<file path="src/rtl/bricks_pkg.sv">
// Shared grid geometry, direction/state encodings and field-load helpers for brick_field.
package bricks_pkg;

  localparam int unsigned ROWS        = 12;
  localparam int unsigned COLS        = 16;
  localparam int unsigned CELLS       = ROWS * COLS;
  localparam int unsigned INIT_ROWS   = 4;
  localparam int unsigned INIT_BRICKS = INIT_ROWS * COLS;
  localparam int unsigned PADDLE_ROW  = 11;
  localparam logic [3:0]  PADDLE_HOME = 4'd6;

  typedef enum logic [1:0] {
    DIR_UP_RIGHT   = 2'b00,
    DIR_UP_LEFT    = 2'b01,
    DIR_DOWN_RIGHT = 2'b10,
    DIR_DOWN_LEFT  = 2'b11
  } dir_e;

  typedef enum logic [1:0] {
    ST_IDLE = 2'b00,
    ST_PLAY = 2'b01,
    ST_WIN  = 2'b10,
    ST_LOSE = 2'b11
  } state_e;

  // Brick pattern of a freshly loaded field: top INIT_ROWS rows full.
  function automatic logic [CELLS-1:0] load_map();
    logic [CELLS-1:0] m;
    for (int unsigned i = 0; i < CELLS; i++) m[i] = (i < INIT_BRICKS);
    return m;
  endfunction

  function automatic logic [CELLS-1:0] paddle_map(input logic [3:0] col, input int unsigned w);
    logic [CELLS-1:0] m;
    m = '0;
    for (int unsigned c = 0; c < COLS; c++)
      if ((5'(c) >= 5'(col)) && (5'(c) < 5'(col) + 5'(w))) m[PADDLE_ROW*COLS + c] = 1'b1;
    return m;
  endfunction

endpackage

</file>
<file path="src/rtl/paddle_ctrl.sv">
// Paddle position: prescaled step toward inc/dec, clamped to the grid.
module paddle_ctrl
  import bricks_pkg::*;
#(
  parameter int unsigned DIV = 4,
  parameter int unsigned W   = 4
) (
  input  logic       clock,
  input  logic       reset,
  input  logic       run,
  input  logic       load,
  input  logic       inc,
  input  logic       dec,
  output logic [3:0] col,
  output logic [3:0] col_nxt_c
);

  localparam logic [3:0] COL_MAX = 4'(COLS - W);

  logic [3:0] cnt, cnt_nxt;

  always_comb begin
    cnt_nxt   = cnt;
    col_nxt_c = col;
    if (!reset) begin
      cnt_nxt   = '0;
      col_nxt_c = PADDLE_HOME;
    end else begin
      if (run) begin
        if (cnt == 4'(DIV - 1)) begin
          cnt_nxt = '0;
          if (inc && !dec && (col < COL_MAX)) col_nxt_c = col + 4'd1;
          else if (dec && !inc && (col != 4'd0)) col_nxt_c = col - 4'd1;
        end else begin
          cnt_nxt = cnt + 4'd1;
        end
      end
      if (load) col_nxt_c = PADDLE_HOME;
    end
  end

  always_ff @(posedge clock) begin
    if (!reset) begin
      cnt <= '0;
      col <= PADDLE_HOME;
    end else begin
      cnt <= cnt_nxt;
      col <= col_nxt_c;
    end
  end

endmodule

</file>
<file path="src/rtl/brick_field.sv">
// Brick map, ball hit/clear logic and game FSM. Optional score counter under BRICK_SCORE_EN.
module brick_field
  import bricks_pkg::*;
#(
  parameter int unsigned PADDLE_DIV = 4,
  parameter int unsigned PADDLE_W   = 4
) (
  input  logic             clock,
  input  logic             reset,
  input  logic [3:0]       Ball_rowIndex,
  input  logic [3:0]       Ball_colIndex,
  input  logic [1:0]       Ball_direction,
  input  logic             start,
  input  logic             paddle_inc,
  input  logic             paddle_dec,
  output logic [CELLS-1:0] data,
  output logic [1:0]       game_state,
  output logic             ball_run,
  output logic [6:0]       score
);

  state_e           state, state_nxt;
  logic [CELLS-1:0] bricks, bricks_nxt;
  logic [6:0]       count, count_nxt;
  logic             play_c, load_c, run_c;
  logic [3:0]       paddle_col, paddle_col_nxt;

  dir_e       dir;
  logic       down, col_up, under_paddle, miss_c;
  logic [5:0] vr, hc;
  logic       v_ok, h_ok, d_ok, v_hit, h_hit, d_hit;
  logic [7:0] v_idx, h_idx, d_idx;
  logic [1:0] n_clr;

  assign game_state = state;

  always_ff @(posedge clock) begin
    if (!reset) state <= ST_IDLE;
    else        state <= state_nxt;
  end

  always_comb begin
    state_nxt = state;
    case (state)
      ST_IDLE: if (start) state_nxt = ST_PLAY;
      ST_PLAY: begin
        // An empty field wins even if the ball is missing the paddle this cycle.
        if (count == '0)  state_nxt = ST_WIN;
        else if (miss_c)  state_nxt = ST_LOSE;
      end
      ST_WIN, ST_LOSE: if (start) state_nxt = ST_IDLE;
      default: state_nxt = ST_IDLE;
    endcase
  end

  always_comb begin
    play_c = 1'b0;
    load_c = 1'b0;
    run_c  = 1'b0;
    case (state)
      ST_IDLE: run_c = 1'b1;
      ST_PLAY: begin
        play_c = 1'b1;
        run_c  = 1'b1;
      end
      ST_WIN, ST_LOSE: load_c = start;
      default: ;
    endcase
  end

  // Neighbour cells V/H/D; negative coordinates wrap to 63 and fall out of range.
  always_comb begin
    dir          = dir_e'(Ball_direction);
    down         = (dir == DIR_DOWN_RIGHT) || (dir == DIR_DOWN_LEFT);
    col_up       = (dir == DIR_UP_LEFT) || (dir == DIR_DOWN_LEFT);
    vr           = 6'(Ball_rowIndex) + (down ? 6'd1 : 6'h3f);
    hc           = 6'(Ball_colIndex) + (col_up ? 6'd1 : 6'h3f);
    v_ok         = vr < 6'(PADDLE_ROW);
    h_ok         = (hc < 6'(COLS)) && (6'(Ball_rowIndex) < 6'(PADDLE_ROW));
    d_ok         = v_ok && (hc < 6'(COLS));
    v_idx        = {vr[3:0], Ball_colIndex};
    h_idx        = {Ball_rowIndex, hc[3:0]};
    d_idx        = {vr[3:0], hc[3:0]};
    v_hit        = v_ok && bricks[v_idx];
    h_hit        = h_ok && bricks[h_idx];
    d_hit        = d_ok && bricks[d_idx] && !v_hit && !h_hit;
    n_clr        = 2'(v_hit) + 2'(h_hit) + 2'(d_hit);
    under_paddle = (Ball_colIndex >= paddle_col) &&
                   (5'(Ball_colIndex) < 5'(paddle_col) + 5'(PADDLE_W));
    miss_c       = (Ball_rowIndex == 4'd10) && down && !under_paddle;
  end

  always_comb begin
    bricks_nxt = bricks;
    count_nxt  = count;
    if (load_c) begin
      bricks_nxt = load_map();
      count_nxt  = 7'(INIT_BRICKS);
    end else if (play_c) begin
      if (v_hit) bricks_nxt[v_idx] = 1'b0;
      if (h_hit) bricks_nxt[h_idx] = 1'b0;
      if (d_hit) bricks_nxt[d_idx] = 1'b0;
      count_nxt = count - 7'(n_clr);
    end
  end

  always_ff @(posedge clock) begin
    if (!reset) begin
      bricks   <= load_map();
      count    <= 7'(INIT_BRICKS);
      data     <= load_map() | paddle_map(PADDLE_HOME, PADDLE_W);
      ball_run <= 1'b0;
    end else begin
      bricks   <= bricks_nxt;
      count    <= count_nxt;
      data     <= bricks_nxt | paddle_map(paddle_col_nxt, PADDLE_W);
      ball_run <= (state_nxt == ST_PLAY);
    end
  end

`ifdef BRICK_SCORE_EN
  logic [6:0] score_q;

  always_ff @(posedge clock) begin
    if (!reset)      score_q <= '0;
    else if (load_c) score_q <= '0;
    else if (play_c) score_q <= (score_q + 7'(n_clr) > 7'(INIT_BRICKS)) ? 7'(INIT_BRICKS)
                                                                        : score_q + 7'(n_clr);
  end

  assign score = score_q;
`else
  assign score = '0;
`endif

  paddle_ctrl #(
    .DIV (PADDLE_DIV),
    .W   (PADDLE_W)
  ) u_paddle (
    .clock     (clock),
    .reset     (reset),
    .run       (run_c),
    .load      (load_c),
    .inc       (paddle_inc),
    .dec       (paddle_dec),
    .col       (paddle_col),
    .col_nxt_c (paddle_col_nxt)
  );

endmodule

</file>
<file path="config.mk">
export PLATFORM = sky130hd
export DESIGN_NAME = brick_field
export DESIGN_NICKNAME = d
export VERILOG_FILES = /design/src/rtl/bricks_pkg.sv /design/src/rtl/paddle_ctrl.sv /design/src/rtl/brick_field.sv
export SDC_FILE = /design/constraint.sdc
export NUM_CORES = 1
export LEC_CHECK = 0
export CAP_MARGIN = 20
export CORE_ASPECT_RATIO = 1.2
export CORE_MARGIN = 2
export CORE_UTILIZATION = 35
export CTS_CLUSTER_DIAMETER = 80
export DETAILED_ROUTE_END_ITERATION = 10
export PLACE_DENSITY = 0.63
export SETUP_SLACK_MARGIN = 0.5
export SYNTH_ARGS = -nofsm -noshare
export SYNTH_HDL_FRONTEND = slang
export SYNTH_HIERARCHICAL = 1
export SYNTH_SLANG_ARGS = --single-unit
</file>
<file path="constraint.sdc">
create_clock -name clock -period 14.5 [get_ports clock]
set_input_delay 3.625 -clock clock [delete_from_list [all_inputs] [get_ports clock]]
set_output_delay 3.625 -clock clock [all_outputs]
set_load 0.05 [all_outputs]
</file>
==> results.cfg <==
[run_status]
run_status = finished, final reports clean

[clocking]
clock_path_buffers = 3
tritoncts = yes
post_cts_hold_buffer_count = 0
clk_transition_reported_paths_ps = 60
clk_latency_ps = 570
cts_buffers = 26
cts.repair_timing.setup_buffer_count = 0
cts_root_buf = sky130_fd_sc_hd__clkbuf_16
post_cts.resized_instances = 0
clock_tree.htree_level_count = 1
numClockSinks = 226

[power_and_ir_drop]
power-per-cell-area_nw_per_um2 = 93.9
comb_power_share_pct = 22.7
power.switching_fraction_pct = 33.2
cell_internal_pwr_mw = 1.18
power.leakage_nw = 6.61
netSwitchingPower_mw = 0.589
power_frac_clock_pct = 40.5
power_mw = 1.77
peakVddDrop_v = 0.0000833
seqPwrFrac_pct = 36.7

[synthesis]
synth_top_family_by_area = compound AO/OA/AOI/OAI gates
netlist_area_um2 = 16800
synth_compound_area_share_pct = 25.5
synth_mux_area_share_pct = 15.3
synth_sequential_area_ratio_pct = 26.9
ys_top_cells_by_area = sky130_fd_sc_hd__dfxtp_1, sky130_fd_sc_hd__mux4_2, sky130_fd_sc_hd__buf_4, sky130_fd_sc_hd__mux2i_1, sky130_fd_sc_hd__a21oi_1
synth_simple_gate_area_share_pct = 15.4
main_synth_ff_type = sky130_fd_sc_hd__dfxtp_1
synth_largest_type_area_fraction_pct = 26.9
post_synth_xor_area_fraction_pct = 0.723
synth_area_per_cell_um2 = 8.46
synth.largest_area_cell = sky130_fd_sc_hd__dfxtp_1
count_of_flip_flops_with_a_built_in_enable_after_synthesis = 0
share_of_synthesized_cell_area_in_full_adder_half_adder_and_majority_cells_pct = 2.64
yosys.cell_types.count = 86
synthArstFlopShare_pct = 0
netlist_instances = 1984
ys_ff_latch = 226
synth-warning-count = 6

[floorplanning]
initial_utilization_pct = 35.6
floorplan.die.height_um = 244
number_of_cell_rows = 87
boundaryPins = 217
die_area_um2 = 49700
core_region_area_um2 = 47100
dieWidth_um = 204

[finish]
finish.net_count = 1972
fin_util_pct = 40.1
syn_to_final_growth_pct = 12.5
final.fill_count = 4633
drive_above_1_share_pct = 10.2
diodes = 0

[setup_path]
crit_chain = buf_6 -> clkinv_1 -> fa_2 -> buf_4 -> mux4_2 -> mux2i_1 -> mux2i_1 -> nand3b_1 -> and4_1 -> nand4b_1 -> o21bai_1 -> fa_1 -> fa_1 -> fa_1 -> nand2_1 -> nor3_1 -> xnor2_1 -> nor2_1
crit_top_cell = sky130_fd_sc_hd__fa_1
critPathMaxStageDelay_ps = 1210
timing_worst_setup_path_type = input port to register
critical-path-slowest-cell = sky130_fd_sc_hd__fa_2
cp.arrival_ps = 10760
endpoint_kind = register
crit_fanout = 52
timing.critical_path.from_type = input port
critPathRequiredTime_ps = 14960
setup.reg_to_reg.worst_slack_ps = 9660

[sta]
max_slew_margin_pct = 18.6
fin_crit_ps = 10300
finalHoldViolations = 0
fin_crit_sh_pct = 71.0
slew_violations = 0
setup_ws_ps = 4200
grt_setup_unrepaired = no
setup_violations = 0
fmax_mhz = 97.1
finalSetupTns_ps = 0
max_slew.worst_pin.slew_ps = 1210
fin_worst_hold_slack_ps = 503
clock_skew_ps = 18.7

[global_routing]
grt_first_pass_wirelength_mm = 106
antenna_found_initial = 2
grt_overflow_total = 0
via_count_of_the_first_global_routing_pass = 15728
maximum_number_of_pins_on_one_net_before_global_route_repair = 106
grtUsageTotal_pct = 28.4

[detailed_routing]
post_drt_via_cell_ratio = 6.57
remaining_drc_errors = 0
wire_per_inst_um = 28.8
drtPass1Iterations = 6
detailedRoute.firstIterationViolations = 2560
final_antenna_net_count = 0
detail_route.wirelength_mm = 73.9
route.vias.total = 16862

[place]
gp_congestion = 1.05
port_buffers = 209
place.detailed.hpwl_mm = 52.3
dp_slack_ps = 3810

[worst_hold_path]
hold_path_class = register to register

[job]
timing.max_cap.violations = 0
==> logic make-up after synthesis <==
family / Yosys count
buf+inv: 382
other cells: 2
flops: 226
simple gates: 510
xor+xnor: 13
mux: 165
compound gates: 653
fa+ha+maj: 33
==> cells in the mapped netlist, types with 42 or more instances <==
library cell	n
sky130_fd_sc_hd__a21oi_1	159
sky130_fd_sc_hd__clkbuf_1	107
sky130_fd_sc_hd__a31oi_1	63
sky130_fd_sc_hd__o21ai_0	135
sky130_fd_sc_hd__nor2_1	56
sky130_fd_sc_hd__a22oi_1	42
sky130_fd_sc_hd__mux2i_1	84
sky130_fd_sc_hd__mux4_2	71
sky130_fd_sc_hd__buf_4	189
sky130_fd_sc_hd__nand2_1	200
sky130_fd_sc_hd__o211ai_1	51
sky130_fd_sc_hd__dfxtp_1	226
==> layout by cell type, fill, tap and decap left out, types with 13 or more instances in the layout <==
cell / Yosys / final
sky130_fd_sc_hd__a211o_1: 15 / 15
sky130_fd_sc_hd__a211oi_1: 24 / 24
sky130_fd_sc_hd__a21oi_1: 159 / 159
sky130_fd_sc_hd__a221o_1: 18 / 18
sky130_fd_sc_hd__a221oi_1: 18 / 18
sky130_fd_sc_hd__a22oi_1: 42 / 42
sky130_fd_sc_hd__a31oi_1: 63 / 63
sky130_fd_sc_hd__and2_1: 29 / 29
sky130_fd_sc_hd__and3_1: 39 / 39
sky130_fd_sc_hd__buf_4: 189 / 41
sky130_fd_sc_hd__clkbuf_16: 0 / 26
sky130_fd_sc_hd__clkdlybuf4s50_1: 0 / 208
sky130_fd_sc_hd__dfxtp_1: 226 / 226
sky130_fd_sc_hd__ha_1: 29 / 29
sky130_fd_sc_hd__inv_1: 31 / 31
sky130_fd_sc_hd__mux2i_1: 84 / 84
sky130_fd_sc_hd__mux4_2: 71 / 71
sky130_fd_sc_hd__nand2_1: 200 / 198
sky130_fd_sc_hd__nand3_1: 39 / 39
sky130_fd_sc_hd__nand3b_1: 19 / 19
sky130_fd_sc_hd__nand4_1: 13 / 13
sky130_fd_sc_hd__nor2_1: 56 / 54
sky130_fd_sc_hd__nor2b_1: 14 / 13
sky130_fd_sc_hd__nor3_1: 24 / 24
sky130_fd_sc_hd__nor4_1: 20 / 18
sky130_fd_sc_hd__o211ai_1: 51 / 51
sky130_fd_sc_hd__o21ai_0: 135 / 135
sky130_fd_sc_hd__o22ai_1: 20 / 20
sky130_fd_sc_hd__o311ai_0: 21 / 21
sky130_fd_sc_hd__o41ai_1: 22 / 22
sky130_fd_sc_hd__or4_1: 15 / 15
==> layer usage <==
metal  track usage, %  wire [µm]  up-vias  part of all wire [%]
met1             34.0      26500     8050                    36
met2             44.3      32700     1241                    44
met5                0         18        -                 0.024
li1                 -          -     7222                     -
met4             20.2       6250        2                   8.5
met3             7.00       8390      347                    11
==> worst max-delay path, delay by kind of cell <==
family	cells	cell delay (ps)
adder cells (fa/ha/maj)	4	2530
buffers and inverters	3	1620
multiplexers	3	670
AO/OA/AOI/OAI	1	390
XOR/XNOR	1	130
AND/OR/NAND/NOR	6	1700
==> registers in the layout (all words and copies together), names as in the netlist <==
name and cells:
game_state 2, data 192, ball_run 1, bricks 16
count 7, u_paddle/cnt 4, u_paddle/col 4
==> final timing paths <==
path / from / cells past startpoint / end
setup reg to reg: data[80] / 14 / count[4]
setup / recovery: Ball_colIndex[0] / 18 / count[4]
hold / removal: data[112] / 2 / data[112]
hold reg to reg: data[112] / 2 / data[112]
==> final cells by class <==
cell class | count | area (µm²) | area share [%]
timing repair buffer | 251 | 2430 | 12.9
multi-input combinational | 1383 | 10100 | 53.5
clock inverter | 10 | 164 | 0.868
clock buffer | 37 | 752 | 3.98
inverter | 36 | 135 | 0.715
tap | 623 | 779 | 4.13
sequential | 226 | 4520 | 24.0
==> power by group through the flow <==
stage          combinational, mW  sequential (mW)  clock, mW
6_report                   0.403            0.651      0.719
3_3_place_gp               0.382            0.664          0
2_1_floorplan              0.246            0.685          0
3_5_place_dp               0.388            0.664          0
5_1_grt                    0.419            0.653      0.747
4_1_cts                    0.389            0.651      0.723
==> per-stage QoR <==
| stage | instance area (µm²) | instances |
|---|---|---|
| final | 18900 | 2566 |
| after global routing | 18900 | 2566 |
| after CTS | 18900 | 2564 |
| after detailed placement | 17900 | 2517 |
| after global placement | 17900 | 2515 |
| after floorplan | 16800 | 1991 |
Power figures use the tool's default switching activity.
